==> src/rtl/oc8051_cxrom_fetch.sv <==
// Instruction prefetch queue for the oc8051 core fed from a 32-bit combinational code ROM.
// Optional macro OC8051_CXFETCH_BYPASS_EN: redirects fetch the target word in the redirect cycle itself.
//   state   | meaning
//   S_ALIGN | queue empty after redirect/reset; next fill drops bytes below instr_pc_o
//   S_RUN   | queue holds contiguous bytes starting at instr_pc_o
module oc8051_cxrom_fetch (
  input  logic        wb_clk_i,
  input  logic        wb_rst_ni,
  output logic [15:0] cxrom_addr,
  input  logic [31:0] cxrom_data_in,
  input  logic        pc_load_i,
  input  logic [15:0] pc_i,
  input  logic        instr_ack_i,
  input  logic [1:0]  instr_len_i,
  output logic        instr_valid_o,
  output logic [31:0] instr_o,
  output logic [15:0] instr_pc_o
);

  typedef enum logic {S_ALIGN, S_RUN} state_t;

  state_t      state_q, state_d;
  logic [7:0]  q_q [8];
  logic [7:0]  q_d [8];
  logic [3:0]  count_q, count_d;
  logic [15:0] fa_q, fa_d;
  logic [15:0] pc_q, pc_d;

  logic [7:0]  rom_byte [4];
  logic        honour, fill;
  logic [3:0]  consume, base, nb;
  logic [1:0]  skip_eff;
`ifdef OC8051_CXFETCH_BYPASS_EN
  logic [1:0]  pskip;
`endif

  always_comb begin
    for (int k = 0; k < 4; k++) rom_byte[k] = cxrom_data_in[8*k +: 8];
  end

  assign instr_valid_o = (count_q >= 4'd4);
  assign instr_o       = {q_q[3], q_q[2], q_q[1], q_q[0]};
  assign instr_pc_o    = pc_q;

  always_comb begin
    state_d    = state_q;
    count_d    = count_q;
    fa_d       = fa_q;
    pc_d       = pc_q;
    q_d        = q_q;
    cxrom_addr = fa_q;
    honour     = 1'b0;
    fill       = 1'b0;
    consume    = 4'd0;
    base       = count_q;
    nb         = 4'd0;
    skip_eff   = 2'd0;
`ifdef OC8051_CXFETCH_BYPASS_EN
    pskip      = pc_i[1:0];
`endif

    if (pc_load_i) begin
      pc_d    = pc_i;
      fa_d    = {pc_i[15:2], 2'b00};
      count_d = 4'd0;
      state_d = S_ALIGN;
`ifdef OC8051_CXFETCH_BYPASS_EN
      // Target word is read in the redirect cycle, so the queue starts partly filled.
      cxrom_addr = {pc_i[15:2], 2'b00};
      for (int j = 0; j < 4; j++) begin
        if (j < 4 - int'(pskip)) q_d[j] = rom_byte[2'(j + int'(pskip))];
      end
      count_d = 4'd4 - {2'b00, pskip};
      fa_d    = {pc_i[15:2], 2'b00} + 16'd4;
      state_d = S_RUN;
`endif
    end else begin
      honour   = instr_valid_o && instr_ack_i && (instr_len_i != 2'd0);
      consume  = honour ? {2'b00, instr_len_i} : 4'd0;
      fill     = (count_q <= 4'd4);
      skip_eff = (state_q == S_ALIGN) ? pc_q[1:0] : 2'd0;
      base     = count_q - consume;
      nb       = fill ? (4'd4 - {2'b00, skip_eff}) : 4'd0;

      // Shift out consumed bytes, then append the ROM word behind what remains.
      for (int i = 0; i < 8; i++) begin
        if (i + int'(consume) < 8) q_d[i] = q_q[3'(i + int'(consume))];
        else                       q_d[i] = 8'h00;
        if (fill && (i >= int'(base)) && (i < int'(base) + int'(nb)))
          q_d[i] = rom_byte[2'(i - int'(base) + int'(skip_eff))];
      end

      count_d = base + nb;
      pc_d    = pc_q + {12'd0, consume};
      if (fill) begin
        fa_d    = fa_q + 16'd4;
        state_d = S_RUN;
      end
    end
  end

  always_ff @(posedge wb_clk_i or negedge wb_rst_ni) begin
    if (!wb_rst_ni) begin
      state_q <= S_ALIGN;
      count_q <= 4'd0;
      fa_q    <= 16'h0000;
      pc_q    <= 16'h0000;
      for (int i = 0; i < 8; i++) q_q[i] <= 8'h00;
    end else begin
      state_q <= state_d;
      count_q <= count_d;
      fa_q    <= fa_d;
      pc_q    <= pc_d;
      q_q     <= q_d;
    end
  end

endmodule

==> config.mk <==
export PLATFORM = sky130hd
export DESIGN_NAME = oc8051_cxrom_fetch
export DESIGN_NICKNAME = d
export VERILOG_FILES = /design/src/rtl/oc8051_cxrom_fetch.sv
export SDC_FILE = /design/constraint.sdc
export NUM_CORES = 1
export LEC_CHECK = 0
export CAP_MARGIN = 30
export CORE_ASPECT_RATIO = 1.1
export CORE_MARGIN = 1
export CORE_UTILIZATION = 45
export DETAILED_ROUTE_END_ITERATION = 10
export PLACE_DENSITY = 0.68
export SLEW_MARGIN = 20
export SYNTH_ARGS = -nofsm -noshare
export SYNTH_HDL_FRONTEND = slang
export SYNTH_SLANG_ARGS = --single-unit
==> constraint.sdc <==
create_clock -name wb_clk_i -period 13.1 [get_ports wb_clk_i]
set_clock_uncertainty 0.2 [all_clocks]
set_input_delay 1.965 -clock wb_clk_i [delete_from_list [all_inputs] [get_ports wb_clk_i]]
set_output_delay 1.965 -clock wb_clk_i [all_outputs]
set_load 0.005 [all_outputs]
---- Word level (Yosys, flattened, before mapping) ----
Index checks and enable logic that the tools add are counted.
cells by class
  add/sub/neg operators ................... 29
  $lt $le $gt $ge ......................... 42
  mux-type cells .......................... 73
  bitwise gates (word level) .............. 16
  reductions and logical operators ........ 20
operator list
  cell                                                                                  number
  8-bit two-way mux                                                                     48
  32-bit by 5-bit < comparator with 1-bit output (second input constant)                7
  8-bit binary-select mux with 3-bit select                                             8
  8-bit binary-select mux with 2-bit select                                             8
  4-bit by 32-bit < comparator with 1-bit output (first input constant)                 3
  3-bit by 32-bit < comparator with 1-bit output (first input constant)                 2
  16-bit two-way mux                                                                    3
  3-bit by 4-bit greater-or-equal comparator with 1-bit output (second input constant)  8
  1-bit by 32-bit < comparator with 1-bit output (first input constant)                 1
  2-bit by 32-bit < comparator with 1-bit output (first input constant)                 1
  2-bit by 3-bit greater-or-equal comparator with 1-bit output (second input constant)  8
  3-bit inverter                                                                        7
  1-bit logical AND                                                                     18
  16-bit by 2-bit adder with 16-bit output                                              1
  16-bit by 3-bit adder with 16-bit output (second input constant)                      1
  2-bit adder                                                                           8
  3-bit by 2-bit adder with 4-bit output (first input constant)                         4
  3-bit by 4-bit greater-or-equal comparator with 1-bit output (first input constant)   4
  2-bit inverter                                                                        8
  1-bit by 4-bit greater-or-equal comparator with 1-bit output (first input constant)   2
  2-bit by 4-bit greater-or-equal comparator with 1-bit output (first input constant)   2
  4-bit two-way mux                                                                     2
  1-bit by 2-bit subtractor with 2-bit output (first input constant)                    4
  2-bit subtractor (first input constant)                                               4
  other kinds (14)                                                                      18
storage, ports and cells
  bits in registers ....................... 101
  input port bits ......................... 54
  output and inout port bits .............. 65

---- Logic depth before layout (Yosys ltp) ----
  depth in word-level cells ............... 12
  mapped depth ............................ 19

---- Worst setup path before layout ----
OpenSTA, ideal clock, no wires.
  path type ............................... input to register
  start point ............................. input port instr_len_i[0]
  end point ............................... register q_q[8] (netlist name)
  arrival ................................. 5.515 ns
  data required time ...................... 12.774 ns
  setup slack ............................. 7.259 ns
  stages .................................. 12
  buffers on the path ..................... 3
  cells stage by stage .................... and3_1 buf_4 clkbuf_1 clkbuf_1 ha_1 fa_1 inv_1 xnor2_2 xnor2_1 mux4_2 or3_1 o311a_1
between the ends
  cells in the longest elaborated chain, start to end .. 11
  elaborated cells between the ends (all ways) .. 23
  classes of those cells .................. 5 x add/sub; 3 x order compare; 9 x mux; 2 x bitwise; 4 x reduce/logical
ends and longest elaborated chain
  element                                                                                 RTL line  RTL
  start, declared                                                                         14        input logic [1:0] instr_len_i,
  2-bit nonzero test                                                                      78        honour = instr_valid_o && instr_ack_i && (instr_len_i != 2'd0);
  1-bit logical AND                                                                       78
  2-bit two-way mux *                                                                     79        consume = honour ? {2'b00, instr_len_i} : 4'd0;
  branches (longest 7 deep; another with 4-bit by 32-bit < comparator with 1-bit output)  n/a
  8-bit two-way mux *                                                                     89        if (fill && (i >= int'(base)) && (i < int'(base) + int'(nb)))
  end signal, assigned                                                                    114       q_q <= q_d;
  end, declared                                                                           23        logic [7:0] q_q [8];
Mark *: on every way between the ends. The select of a mux whose other input is x is not followed.
A chain may end at the register's enable or synchronous reset.

---- Worst setup path after layout ----
  start point ............................. input port instr_ack_i
  end point ............................... register q_q, in the netlist instr_o[18]
between the ends
  cells in the longest elaborated chain, start to end .. 11
  elaborated cells between the ends (all ways) .. 23
  classes of those cells .................. 5 x add/sub; 3 x order compare; 9 x mux; 2 x bitwise; 4 x reduce/logical
ends and longest elaborated chain
  element                                                                                 RTL line  RTL
  start, declared                                                                         13        input logic instr_ack_i,
  1-bit logical AND * (2 in series)                                                       78
  2-bit two-way mux *                                                                     79
  branches (longest 7 deep; another with 3-bit by 32-bit < comparator with 1-bit output)  n/a
  8-bit two-way mux *                                                                     89
Marks and branches as above.

==> reports/qor.csv <==
metric,value,unit
post_cts resized,0,
Non-Filler Instances,1216,
initial antenna violation count,0,
Final Util,0.541,
crit-path cells,clkdlybuf4s50_1 > nand3_1 > buf_4 > clkinv_1 > buf_4 > fa_1 > fa_1 > nor4b_1 > a311oi_1 > nand3_1 > mux2i_1 > o21ai_0 > a2bb2oi_1,
Final Cycle Share,0.514,
YS warnings,0,
Setup Viol. Count Final,0,
peak supply drop,168,uV
vias in the first global route,7128,
power per cell area,284,nW/um^2
outcome,"finished, final reports clean",
CTS tree,yes,
RSZ-0062 raised after global routing,false,
Crit Path Class,in -> reg,
drt wl/cell,20.8,microns
GRT Util Overall,0.281,
crit-path max FO,27,
Post-synth EDFFs,0,
HP Class,reg -> reg,
r2r setup slk,7500,ps
later-pin clock latency in the skew report,370,ps
hold depth,2,
total die area,18900,sq um
max-cap violations,0,
# nets final,1043,
hold wc startpoint,state_q,
WP data arrival,6820,ps
"Cell Area, Synth",8240,sq um
Tightest Pin Transition,1030,ps
Final HPWL DP,18100,microns
share of cells above drive strength 1,0.127,
die extent in y,144,microns
P&R area growth vs syn,16.8,%
hold path endpoint,state_q,
buffers inserted by post-CTS timing repair,0,
worst r2r path cells,13,
critical path endpoint category,flop,
CORE AREA,17800,sq um
Fin. Hold Viols,0,
"Min Clock Period, post-route",6730,ps
H-Tree Depth,3,
worst reg2reg startpoint,count_q[3],
"Distinct cells, synth",61,
CP top delay family,buffers and inverters,
CP max stage delay,740,ps
Port-buffer cells,116,
Num CTS Buffers,9,
Synth Register Bits,99,
GR Overflow Total,0,
WP buf/inv,4,
largest net degree at the start of global routing,71,
setup tns final,0,ps
DR vias,7532,
critical path data required time,13190,ps
I/O Pins,119,
Post-synth ARST share,1.00,
Max Clk Rate,148,MHz
clk root buf,clkbuf_16,
Routed WL,25300,microns
FP Rows,51,
Mapped Avg Cell Area,9.00,sq um
die width,131,microns
routability cong.,0.927,
area post-placement,9320,sq um
clock-pin transition on the worst setup and hold timing paths,70,ps
first-pass GRT wire length,40100,microns
Reg-to-Reg End,instr_o[18],
Worst setup SP type,input pin,
antenna cell count,0,
CTS sink cnt,99,
slowest CP cell,mux2i_1,
starting DRC count in detailed routing,919,
Setup crit start,instr_ack_i,
Bufs on Longest Clock Path,2,
top_reg_cell synth,dfrtp_1,
Initial Util,0.463,
leakage,0.00389,uW
Post-Synthesis Cells,916,
drt drc,0,
vias per cell,6.19,
Tot Pwr,2730,uW
sequential-to-total area share from yosys stat,0.301,
Final Max Tran Viols,0,
TritonRoute pass-1 iters,5,
Final Cell Area,9630,sq um
post-route ant nets,0,
DP Cell Count,1200,
hold buffers post-CTS,0,
Max-slew headroom,0.315,
how the worst max path moves through the flow:
stage                        to  slack (ps)  depth (start not counted)
finish              instr_o[18]        6370                         13
global route        instr_o[18]        5940                         16
CTS                 instr_o[18]        6440                         16
detailed placement  instr_o[18]        6060                         16
global placement    instr_o[15]        5990                         13
floorplan                q_q[8]        7260                         12
worst reg2reg max path: stages, from the launching register on:
cell	delay, ps
dfrtp_1	530
or2_4	350
nand3_1	100
buf_4	370
clkinv_1	530
buf_4	420
fa_1	710
fa_1	350
nor4b_1	90
a311oi_1	570
nand3_1	180
mux2i_1	740
o21ai_0	210
a2bb2oi_1	180
power by group:
group	switching, uW	internal [uW]	leakage (uW)	total [uW]
logic	1040	819	0.00260	1860
registers	159	430	0.00115	589
clock network	134	150	0.000142	284
total	1330	1400	0.00389	2730
layout make-up:
| type | instances | area [sq um] |
|---|---|---|
| clock buffer | 9 | 225 |
| inverter | 18 | 67.6 |
| timing repair buffer | 133 | 1280 |
| tap | 238 | 298 |
| sequential | 99 | 2480 |
| clock inverter | 7 | 76.3 |
| fill | 1617 | 8180 |
| multi-input combinational | 712 | 5200 |
per-stage QoR:
stage / worst slack, ps / hold slack (ps)
6_report: 6370 / 312
4_1_cts: 6440 / 316
3_3_place_gp: 5990 / 287
2_1_floorplan: 7260 / 271
5_1_grt: 5940 / 365
3_5_place_dp: 6060 / 301
cells in the mapped netlist, types with 4 or more instances:
| cell type | count | area [sq um] |
|---|---|---|
| a211oi_1 | 7 | 52.6 |
| a21oi_1 | 57 | 285 |
| a221oi_1 | 9 | 78.8 |
| a22oi_1 | 12 | 90.1 |
| a2bb2oi_1 | 8 | 70.1 |
| a311oi_1 | 8 | 70.1 |
| a31oi_1 | 17 | 106 |
| and3_1 | 13 | 81.3 |
| buf_1 | 5 | 18.8 |
| buf_2 | 5 | 25.0 |
| buf_4 | 38 | 285 |
| buf_6 | 4 | 45.0 |
| clkbuf_1 | 36 | 135 |
| dfrtp_1 | 99 | 2480 |
| ha_1 | 13 | 163 |
| inv_1 | 15 | 56.3 |
| mux2_2 | 32 | 360 |
| mux2i_1 | 37 | 370 |
| mux4_2 | 42 | 946 |
| nand2_1 | 173 | 649 |
| nand2b_1 | 9 | 56.3 |
| nand3_1 | 31 | 155 |
| nand4_1 | 6 | 37.5 |
| nor2_1 | 53 | 199 |
| nor2b_1 | 6 | 37.5 |
| nor3_1 | 6 | 30.0 |
| o2111ai_1 | 13 | 114 |
| o211ai_1 | 4 | 30.0 |
| o21ai_0 | 50 | 250 |
| o221ai_1 | 7 | 61.3 |
| o22ai_1 | 6 | 37.5 |
| o311a_1 | 8 | 80.1 |
| o311ai_0 | 8 | 70.1 |
| or3_1 | 8 | 50.1 |
| xnor2_1 | 20 | 175 |
| xor2_1 | 16 | 140 |
state kept, by name, indices dropped and copies added, names as in the netlist:
register and cells:
instr_o 32, q_q 32, instr_pc_o 16, cxrom_addr 14, count_q 4, state_q 1
layer usage:
layer	wire length (microns)	GRT usage	vias up
met5	0	0	-
met4	628	0.115	0
met3	2500	0.0763	42
met2	11400	0.427	343
met1	10700	0.378	3665
li1	-	-	3482
cell families (layout without fill, tap and decap cells):
kind of cell | count (synthesis) | in the layout | synth area share
other | 1 | 2 | 0.000455
AO/OA/AOI/OAI | 227 | 227 | 0.185
flip-flops | 99 | 99 | 0.301
adder cells (fa/ha/maj) | 16 | 16 | 0.0270
XOR/XNOR | 37 | 37 | 0.0402
multiplexers | 112 | 112 | 0.207
AND/OR/NAND/NOR | 318 | 318 | 0.170
buffers and inverters | 106 | 167 | 0.0700
placed cells by master (no fill, tap or decap), types with 8 or more instances in the layout:
master           Yosys  final
clkbuf_16            0      9
a311oi_1             8      8
o21ai_0             50     49
and3_1              13     13
a21oi_1             57     57
or3_1                8      8
a31oi_1             17     17
xnor2_1             20     19
mux4_2              42     42
ha_1                13     13
mux2_2              32     32
clkdlybuf4s50_1      0    114
a221oi_1             9      9
nand3_1             31     31
a2bb2oi_1            8      8
inv_1               15     15
buf_4               38     17
o2111ai_1           13     13
a22oi_1             12     12
nand2_1            173    173
nor2_1              53     53
o311a_1              8      8
nand2b_1             9      9
mux2i_1             37     37
xor2_1              16     16
o311ai_0             8      8
dfrtp_1             99     99
(Power assumes the default switching activity.)
